<file path="config.mk">
export PLATFORM = sky130hd
export DESIGN_NAME = fetch_stage_flat
export DESIGN_NICKNAME = d
export VERILOG_FILES = /design/src/rtl/fetch_stage_if.sv /design/src/rtl/fetch_stage.sv /design/src/flat_wrapper.sv
export SDC_FILE = /design/constraint.sdc
export NUM_CORES = 1
export LEC_CHECK = 0
export CAP_MARGIN = 20
export CORE_UTILIZATION = 40
export DETAILED_ROUTE_END_ITERATION = 10
export PLACE_DENSITY = 0.68
export SETUP_SLACK_MARGIN = 0.15
export SYNTH_ARGS = -nofsm -noshare
export SYNTH_HDL_FRONTEND = slang
export SYNTH_SLANG_ARGS = --single-unit
</file>
<file path="constraint.sdc">
create_clock -name clk -period 3 [get_ports clk]
set_input_delay 0.45 -clock clk [delete_from_list [all_inputs] [get_ports clk]]
set_output_delay 0.45 -clock clk [all_outputs]
set_load 0.02 [all_outputs]
</file>
<file path="src/rtl/fetch_stage_if.sv">
// Instruction-memory request/response bundle between the fetch stage and imem.
interface fetch_stage_if;
  logic        req;
  logic [15:0] addr;
  logic [15:0] rdata;
  logic        ready;

  modport master (output req, output addr, input rdata, input ready);
  modport slave  (input req, input addr, output rdata, output ready);
endinterface

</file>
<file path="src/rtl/fetch_stage.sv">
// Instruction fetch stage: PC, imem handshake, one-entry skid for stalls,
// and the registered IF/ID boundary feeding the control decoder.
module fetch_stage #(
  parameter logic [15:0] RESET_PC = 16'h0000
) (
  input  logic                clk,
  input  logic                rst,
  fetch_stage_if.master       imem,
  input  logic                stall,
  input  logic                branch_taken,
  input  logic [15:0]         branch_target,
  output logic                if_valid,
  output logic [15:0]         if_instr,
  output logic [3:0]          if_opcode,
  output logic [15:0]         if_pc,
  output logic [15:0]         link_pc,
  output logic [15:0]         fetch_count
);

  localparam int unsigned DW  = 16;
  localparam int unsigned AW  = 16;
  localparam int unsigned OPW = 4;

  typedef enum logic {FETCH = 1'b0, HOLD = 1'b1} state_t;

  state_t        state, state_next;
  logic [AW-1:0] pc;
  logic [DW-1:0] skid;
  logic [AW-1:0] skid_pc;

  logic capture;   // deliver imem word straight to IF/ID
  logic park;      // imem word arrived under stall; keep it in the skid
  logic unpark;    // stall released in HOLD; deliver skid word
  logic bubble;    // no word this cycle; invalidate IF/ID

  // State register
  always_ff @(posedge clk) begin
    if (rst) state <= FETCH;
    else     state <= state_next;
  end

  // Next-state logic; a redirect always returns to FETCH
  always_comb begin
    state_next = state;
    if (branch_taken) begin
      state_next = FETCH;
    end else begin
      case (state)
        FETCH: if (imem.ready && stall) state_next = HOLD;
        HOLD:  if (!stall)              state_next = FETCH;
      endcase
    end
  end

  // Output / action decode
  always_comb begin
    imem.req  = 1'b0;
    imem.addr = pc;
    capture   = 1'b0;
    park      = 1'b0;
    unpark    = 1'b0;
    bubble    = 1'b0;
    case (state)
      FETCH: begin
        imem.req = !rst;
        if (!branch_taken) begin
          if (imem.ready && !stall)     capture = 1'b1;
          else if (imem.ready && stall) park    = 1'b1;
          else if (!stall)              bubble  = 1'b1;
        end
      end
      HOLD: begin
        if (!branch_taken && !stall) unpark = 1'b1;
      end
    endcase
  end

  // PC, skid and IF/ID registers
  always_ff @(posedge clk) begin
    if (rst) begin
      pc          <= RESET_PC;
      if_valid    <= 1'b0;
      if_instr    <= '0;
      if_pc       <= '0;
      fetch_count <= '0;
      skid        <= '0;
      skid_pc     <= '0;
    end else if (branch_taken) begin
      pc       <= branch_target;
      if_valid <= 1'b0;
    end else if (capture) begin
      if_instr    <= imem.rdata;
      if_pc       <= pc;
      if_valid    <= 1'b1;
      pc          <= pc + AW'(1);
      fetch_count <= fetch_count + 16'(1);
    end else if (park) begin
      skid    <= imem.rdata;
      skid_pc <= pc;
    end else if (unpark) begin
      if_instr    <= skid;
      if_pc       <= skid_pc;
      if_valid    <= 1'b1;
      pc          <= skid_pc + AW'(1);
      fetch_count <= fetch_count + 16'(1);
    end else if (bubble) begin
      if_valid <= 1'b0;
    end
  end

  assign if_opcode = if_instr[DW-1 -: OPW];
  assign link_pc   = if_pc + AW'(1);

endmodule
</file>
<file path="src/flat_wrapper.sv">
// flat-port wrapper written by rule: the top's interface ports become plain ports
module fetch_stage_flat 
#(
  parameter logic [15:0] RESET_PC = 16'h0000
)
  (clk, rst, stall, branch_taken, branch_target, if_valid, if_instr, if_opcode, if_pc, link_pc, fetch_count, imem_req, imem_addr, imem_rdata, imem_ready);
  fetch_stage_if imem_i ();
  input  logic clk;
  input  logic rst;
  input  logic stall;
  input  logic branch_taken;
  input  logic [15:0] branch_target;
  output logic if_valid;
  output logic [15:0] if_instr;
  output logic [3:0] if_opcode;
  output logic [15:0] if_pc;
  output logic [15:0] link_pc;
  output logic [15:0] fetch_count;
  output wire logic [$bits(imem_i.req)-1:0] imem_req;
  output wire logic [$bits(imem_i.addr)-1:0] imem_addr;
  input wire logic [$bits(imem_i.rdata)-1:0] imem_rdata;
  input wire logic [$bits(imem_i.ready)-1:0] imem_ready;
  assign imem_req = imem_i.req;
  assign imem_addr = imem_i.addr;
  assign imem_i.rdata = imem_rdata;
  assign imem_i.ready = imem_ready;
  fetch_stage #(.RESET_PC(RESET_PC)) u_core (.clk(clk), .rst(rst), .imem(imem_i), .stall(stall), .branch_taken(branch_taken), .branch_target(branch_target), .if_valid(if_valid), .if_instr(if_instr), .if_opcode(if_opcode), .if_pc(if_pc), .link_pc(link_pc), .fetch_count(fetch_count));
endmodule
</file>
==> flow_metrics.py, run 1 <==
metrics = {
    "sta": {
        "worstMarginPinSlew_ns": 0.6945,
        "rsz0062_at_grt": "false",
        "fin_skew_ns": 0.008236,
        "final_hold_viol_count": 0,
        "whs_ns": 0.4544,
        "min_period_over_period_pct": 88.40,
        "period_needed_ns": 2.652,
        "fmax_ghz": 0.3771,
        "final_max_slew_viol_count": 0,
        "max_slew_margin_pct": 53.70,
        "tns_ns": 0,
        "setup_viol": 0,
        "setup_ws_ns": 0.3481,
    },
    "worst_setup_path": {
        "crit_family": "buffers and inverters",
        "slowest_stage": "clkdlybuf4s50_1",
        "crit_top_cell": "buf_4",
        "critical_path_class": "input port to flip-flop",
        "slowest_delay_ns": 0.42,
        "critPathMaxFanout": 15,
        "worstPathCellList": "clkdlybuf4s50_1, buf_4, nor4b_2, buf_4, buf_4, nand2_1, nand2_1, ha_1, inv_1, a21oi_1, a211o_1, o311ai_0",
        "cp_data_required_time_ns": 3.19,
        "startpoint_type": "input port",
        "critPathBufInv": 5,
        "end_kind": "flip-flop",
        "cp.arrival_ns": 2.84,
    },
    "power_and_ir_drop": {
        "p_int_uw": 2328,
        "irDropWorstVdd_mv": 0.3193,
        "power_frac_clock_pct": 42.3,
        "p_seq_share_pct": 45.4,
        "powerDensity_nw_per_um2": 474.5,
        "p_sw_share_pct": 24.01,
        "p_comb_share_pct": 12.2,
        "p_switching_uw": 735.6,
        "power_leakage_uw": 0.002229,
    },
    "synthesis": {
        "synth_area_leaders": "dfxtp_1 41%, nand2_1 9.5%, a21oi_1 8.1%, nor2_1 3.7%, xnor2_1 3.7%",
        "synthFlopType": "dfxtp_1",
        "ys_warn_count": 0,
        "synth_top_family_by_area": "simple AND/OR/NAND/NOR gates",
        "synth_compound_area_share_pct": 19.20,
        "async_reset_ff_share_pct": 0,
        "synth_edf_count": 0,
        "synthSimpleGateAreaFrac_pct": 24.72,
        "synth_top_area_share_pct": 41.36,
        "yosysTopAreaCell": "dfxtp_1",
        "synth_cell_types": 52,
        "avgSynthCellArea_um2": 7.932,
        "syn-num-nets": 638,
        "ys_ff_latch": 98,
        "syn_area_um2": 4743,
        "synth-xor-area-share_pct": 6.278,
        "synth_cells": 598,
        "synthMuxAreaShare_pct": 2.796,
        "ys_seq_area_share_pct": 41.36,
        "synthAdderAreaFrac_pct": 0.7913,
    },
    "grt": {
        "grt_use_total_pct": 22.14,
        "gr-total-overflow": 0,
        "first_global_vias": 4491,
        "grt_max_degree": 49,
        "grt_pass1_wl_mm": 22.54,
        "antenna_found_initial": 0,
    },
    "routing": {
        "drt_iter0_drc": 236,
        "wl_per_cell_um": 15.67,
        "via_count": 4728,
        "wl_met3_um": 911,
        "first_pass_iters": 5,
        "drt-vias-per-instance": 5.549,
        "routed_wl_mm": 13.36,
        "ant_nets": 0,
        "wl_met1_mm": 6.071,
        "met2WireLength_mm": 6.148,
        "drt_drc_violations_left": 0,
        "top_layer": "met4",
    },
    "cts": {
        "cts_tree": "done",
        "numCtsBuffers": 9,
        "cts_buffer_depth": 2,
        "cts_root_buffer": "clkbuf_16",
        "cts_htree_levels": 3,
        "clock-sinks": 98,
        "cts.clk_slew.worst_paths_ns": 0.06,
        "insertion_delay_ns": 0.34,
        "ctsHoldBuffers": 0,
    },
    "final_layout": {
        "area_growth_pct": 36.14,
        "instances_no_fill": 852,
        "n_antenna_cell": 0,
        "nets": 744,
        "layout_common_cells": "120 x nand2_1, 115 x clkdlybuf4s50_1, 98 x dfxtp_1",
        "final_common_cell": "nand2_1",
        "postLayoutCoreUtil_pct": 56.31,
        "drive_gt1_share_pct": 6.770,
    },
    "placed_design": {
        "pre_cts_ws_ns": 0.04074,
        "port_buffers": 122,
        "gp_congestion": 0.9158,
        "dp.cells": 836,
        "place_hpwl_mm": 9.427,
    },
    "die": {
        "initial_core_util_pct": 41.36,
        "io_pins": 123,
        "die_w_um": 110.9,
        "rows": 39,
        "core_area_um2": 11470,
        "die_h_um": 110.9,
        "dieArea_um2": 12300,
    },
    "outcome": {
        "status": "completed",
    },
    "run": {
        "cap_violations": 0,
    },
    "worst_hold_path": {
        "worstHoldPathType": "flip-flop to flip-flop",
    },
}
timing repair:
action | 4_1_cts | 5_1_grt
buffers inserted | 0 | 0
resized for setup | 1 | 5
endpoints found under the setup margin | 1 | 5
path summary, 6_finish.rpt:
| kind | from | to | slack (ns) | cells past startpoint |
|---|---|---|---|---|
| worst min register to register | u_core.skid[6] | u_core.skid[6] | 0.45 | 2 |
| worst max register to register | u_core.state | u_core.imem.addr[10] | 0.63 | 9 |
| worst max-delay path | stall | u_core.imem.addr[10] | 0.35 | 12 |
| worst min-delay path | u_core.skid[6] | u_core.skid[6] | 0.45 | 2 |
cells in the mapped netlist (2+ instances only):
cell type / number
nor2_1: 47
o221ai_1: 16
xor2_1: 14
nor3_1: 9
nand2_1: 120
nand2b_1: 2
o21ai_0: 11
o311ai_0: 2
buf_4: 4
nor2b_1: 3
nand3_1: 19
buf_1: 5
xnor2_1: 20
ha_1: 3
inv_1: 9
a211o_1: 4
nand4_1: 12
or4b_2: 2
a221oi_1: 3
a31oi_1: 2
nor3b_1: 5
mux2_2: 2
dfxtp_1: 98
a211oi_1: 13
a311oi_1: 4
and3_1: 5
o211ai_1: 4
and4_1: 5
a21oi_1: 77
buf_2: 4
nor4b_1: 2
mux2i_1: 11
or3_1: 9
clkbuf_1: 34
stage by stage:
step | cell area, µm² | power (µW)
final | 6457 | 3064
after global routing | 6457 | 3178
after CTS | 6445 | 3087
after detailed placement | 6111 | 1796
after global placement | 6111 | 1788
after floorplan | 4743 | 1603
flip-flops by register name, summed over array words and instances, names as in the netlist:
name	flops
u_core.fetch_count	16
u_core.imem.addr	16
u_core.skid	16
u_core.skid_pc	16
u_core.if_pc	16
u_core.if_valid	1
u_core.if_instr	16
u_core.state	1
cells by family (layout without fill, tap and decap cells):
group	Yosys count	in the layout
AND/OR/NAND/NOR	250	250
multiplexers	13	13
AO/OA/AOI/OAI	144	144
buffers and inverters	56	167
flip-flops	98	98
XOR/XNOR	34	34
adder cells (fa/ha/maj)	3	3
worst min-delay path, stage by stage (launching register included):
cell and delay, ns:
dfxtp_1 0.31, nand2_1 0.05, a21oi_1 0.05
routing by layer:
layer	GRT usage, %	up-vias
met2	35.40	173
met4	8.000	0
li1	-	2320
met5	0	-
met3	4.265	20
met1	29.62	2215
final cells by class:
class	instances	area [µm²]
fillers	1061	5010
clock inverters	5	102.6
inverters	9	33.78
well taps	143	178.9
clock buffers	11	232.7
flip-flops and latches	98	1962
multi-input cells	444	2570
repair buffers	142	1378
power groups by stage:
| stage | sequential (µW) | combinational (µW) | clock, µW |
|---|---|---|---|
| after floorplan | 1440 | 164 | 0 |
| after global placement | 1420 | 370 | 0 |
| after detailed placement | 1420 | 376 | 0 |
| after CTS | 1390 | 376 | 1320 |
| after global routing | 1400 | 405 | 1380 |
| final | 1390 | 374 | 1300 |
No activity file was read; power rests on OpenSTA's default activity.
==> inputs of run 2 (changes only) <==
- clock period: 3 -> 3.4 ns (I/O delays scaled with it)
==> flow_metrics.py, run 2 (synthesis gave the netlist of run 1 again) <==
metrics = {
    "power_and_ir_drop": {
        "p_total_uw": 2576,
        "irDropWorstVdd_mv": 0.2169,
        "powerDensity_nw_per_um2": 405.2,
        "power_leakage_uw": 0.002078,
    },
    "die": {
        "dieArea_um2": 12300,
        "initial_core_util_pct": 41.36,
        "core_area_um2": 11470,
        "die_h_um": 110.9,
        "io_pins": 123,
        "rows": 39,
        "die_w_um": 110.9,
    },
    "cts": {
        "cts_tree": "done",
        "ctsResizeCount": 0,
        "cts.clk_slew.worst_paths_ns": 0.07,
        "postCtsSetupBuffers": 0,
        "cts_htree_levels": 3,
        "cts_buffer_depth": 2,
        "ctsHoldBuffers": 0,
        "numCtsBuffers": 9,
        "cts_root_buffer": "clkbuf_16",
        "insertion_delay_ns": 0.35,
        "clock-sinks": 98,
    },
    "sta": {
        "worstMarginPinSlew_ns": 0.6764,
        "setup_viol": 0,
        "final_max_slew_viol_count": 0,
        "min_period_over_period_pct": 85.81,
        "final_hold_viol_count": 0,
        "period_needed_ns": 2.918,
        "max_slew_margin_pct": 54.91,
        "rsz0062_at_grt": "false",
        "fmax_ghz": 0.3428,
        "tns_ns": 0,
        "fin_skew_ns": 0.005317,
    },
    "grt": {
        "gr-total-overflow": 0,
        "grt_use_total_pct": 21.94,
        "first_global_vias": 4356,
        "antenna_found_initial": 0,
        "grt_pass1_wl_mm": 22.17,
        "grt_max_degree": 42,
    },
    "routing": {
        "drt_iter0_drc": 355,
        "first_pass_iters": 8,
        "via_count": 4683,
        "drt_drc_violations_left": 0,
        "ant_nets": 0,
        "routed_wl_mm": 13.21,
        "drt-vias-per-instance": 5.549,
        "wl_per_cell_um": 15.66,
    },
    "worst_setup_path": {
        "end_kind": "output pin",
        "cp.arrival_ns": 2.41,
        "reg2reg_depth": 8,
        "worstPathCellList": "and3_1, and3_1, and4_1, nand4_1, xnor2_1, clkdlybuf4s50_1",
        "critical_path_class": "flip-flop to output pin",
        "critPathMaxFanout": 6,
        "crit_top_cell": "and3_1",
        "timing.rr.end": "u_core.imem.addr[10]",
        "slowest_delay_ns": 0.61,
        "cp_data_required_time_ns": 2.89,
        "startpoint_type": "flip-flop",
        "timing.rr.start": "u_core.state",
        "rrSetupSlack_ns": 0.89,
        "slowest_stage": "clkdlybuf4s50_1",
    },
    "outcome": {
        "status": "completed",
    },
    "placed_design": {
        "place_hpwl_mm": 9.219,
        "dp.cells": 828,
        "port_buffers": 122,
        "gp_congestion": 0.8945,
    },
    "run": {
        "cap_violations": 0,
    },
    "final_layout": {
        "nets": 736,
        "final_common_cell": "clkdlybuf4s50_1",
        "area_growth_pct": 34.05,
        "drive_gt1_share_pct": 5.849,
        "n_antenna_cell": 0,
        "instances_no_fill": 844,
        "layout_common_cells": "121 x clkdlybuf4s50_1, 120 x nand2_1, 98 x dfxtp_1",
    },
    "worst_hold_path": {
        "worstHoldPathCells": 2,
        "holdPathEnd": "u_core.if_instr[5]",
        "hold_start": "u_core.if_instr[5]",
        "worstHoldPathType": "flip-flop to flip-flop",
    },
}
-- run 2: cell types whose count changed in the layout (fill, tap and decap cells not counted), sizes merged --
cell           before  now
clkdlybuf4s50     115  121
inv                 9   10
dlymetal6s2s        5    0
clkbuf             11   10
bufinv              3    1
buf                21   13
dlygate4sd2         1    0
clkinvlp            1    3
-- run 2: worst max-delay path by stage --
stage | start | end | cells after the start
after CTS | u_core.if_pc[3] | link_pc[11] | 6
final | u_core.if_pc[3] | link_pc[11] | 6
after detailed placement | stall | u_core.imem.addr[10] | 9
after floorplan | stall | u_core.imem.addr[10] | 10
after global placement | stall | u_core.imem.addr[10] | 9
after global routing | u_core.if_pc[3] | link_pc[11] | 6
-- run 2: area by class of cell --
class                   instances  area (µm²)
fillers                      1090        5109
multi-input cells             444        2570
flip-flops and latches         98        1962
repair buffers                134        1319
clock buffers                  10       229.0
well taps                     143       178.9
clock inverters                 6       66.31
inverters                       9       33.78
-- run 2: through the flow --
stage / cell area (µm²) / utilization [%] / hold slack, ns / setup WS (ns)
after floorplan: 4743 / - / 0.4360 / 0.8975
after global placement: 6063 / 52.88 / 0.4427 / 0.3517
after detailed placement: 6063 / 52.88 / 0.4446 / 0.1693
after CTS: 6359 / 55.45 / 0.4541 / 0.4696
after global routing: 6359 / 55.45 / 0.4741 / 0.2924
final: 6359 / 55.45 / 0.4503 / 0.4824
-- run 2: worst max-delay path: cells and delay by family (launching register included) --
kind,cells,cell delay (ns)
buffers and inverters,1,0.61
xor gates and xnor gates,1,0.15
DFF,1,0.43
and+or+nand+nor,4,0.86
-- run 2: routing by layer --
layer  share of wire (%)  GRT usage, %
met1                  45         29.77
met2                  46         34.82
met3                 6.8         3.991
met4                 1.6         7.822
met5                   0             0
-- run 2: report_power, final --
part | switching, µW | internal (µW) | leakage [µW] | total [µW]
combinational | 177 | 151 | 0.00115 | 327
sequential | 44.6 | 1180 | 0.000796 | 1230
clock | 450 | 572 | 0.000135 | 1020
total | 671 | 1910 | 0.00208 | 2580
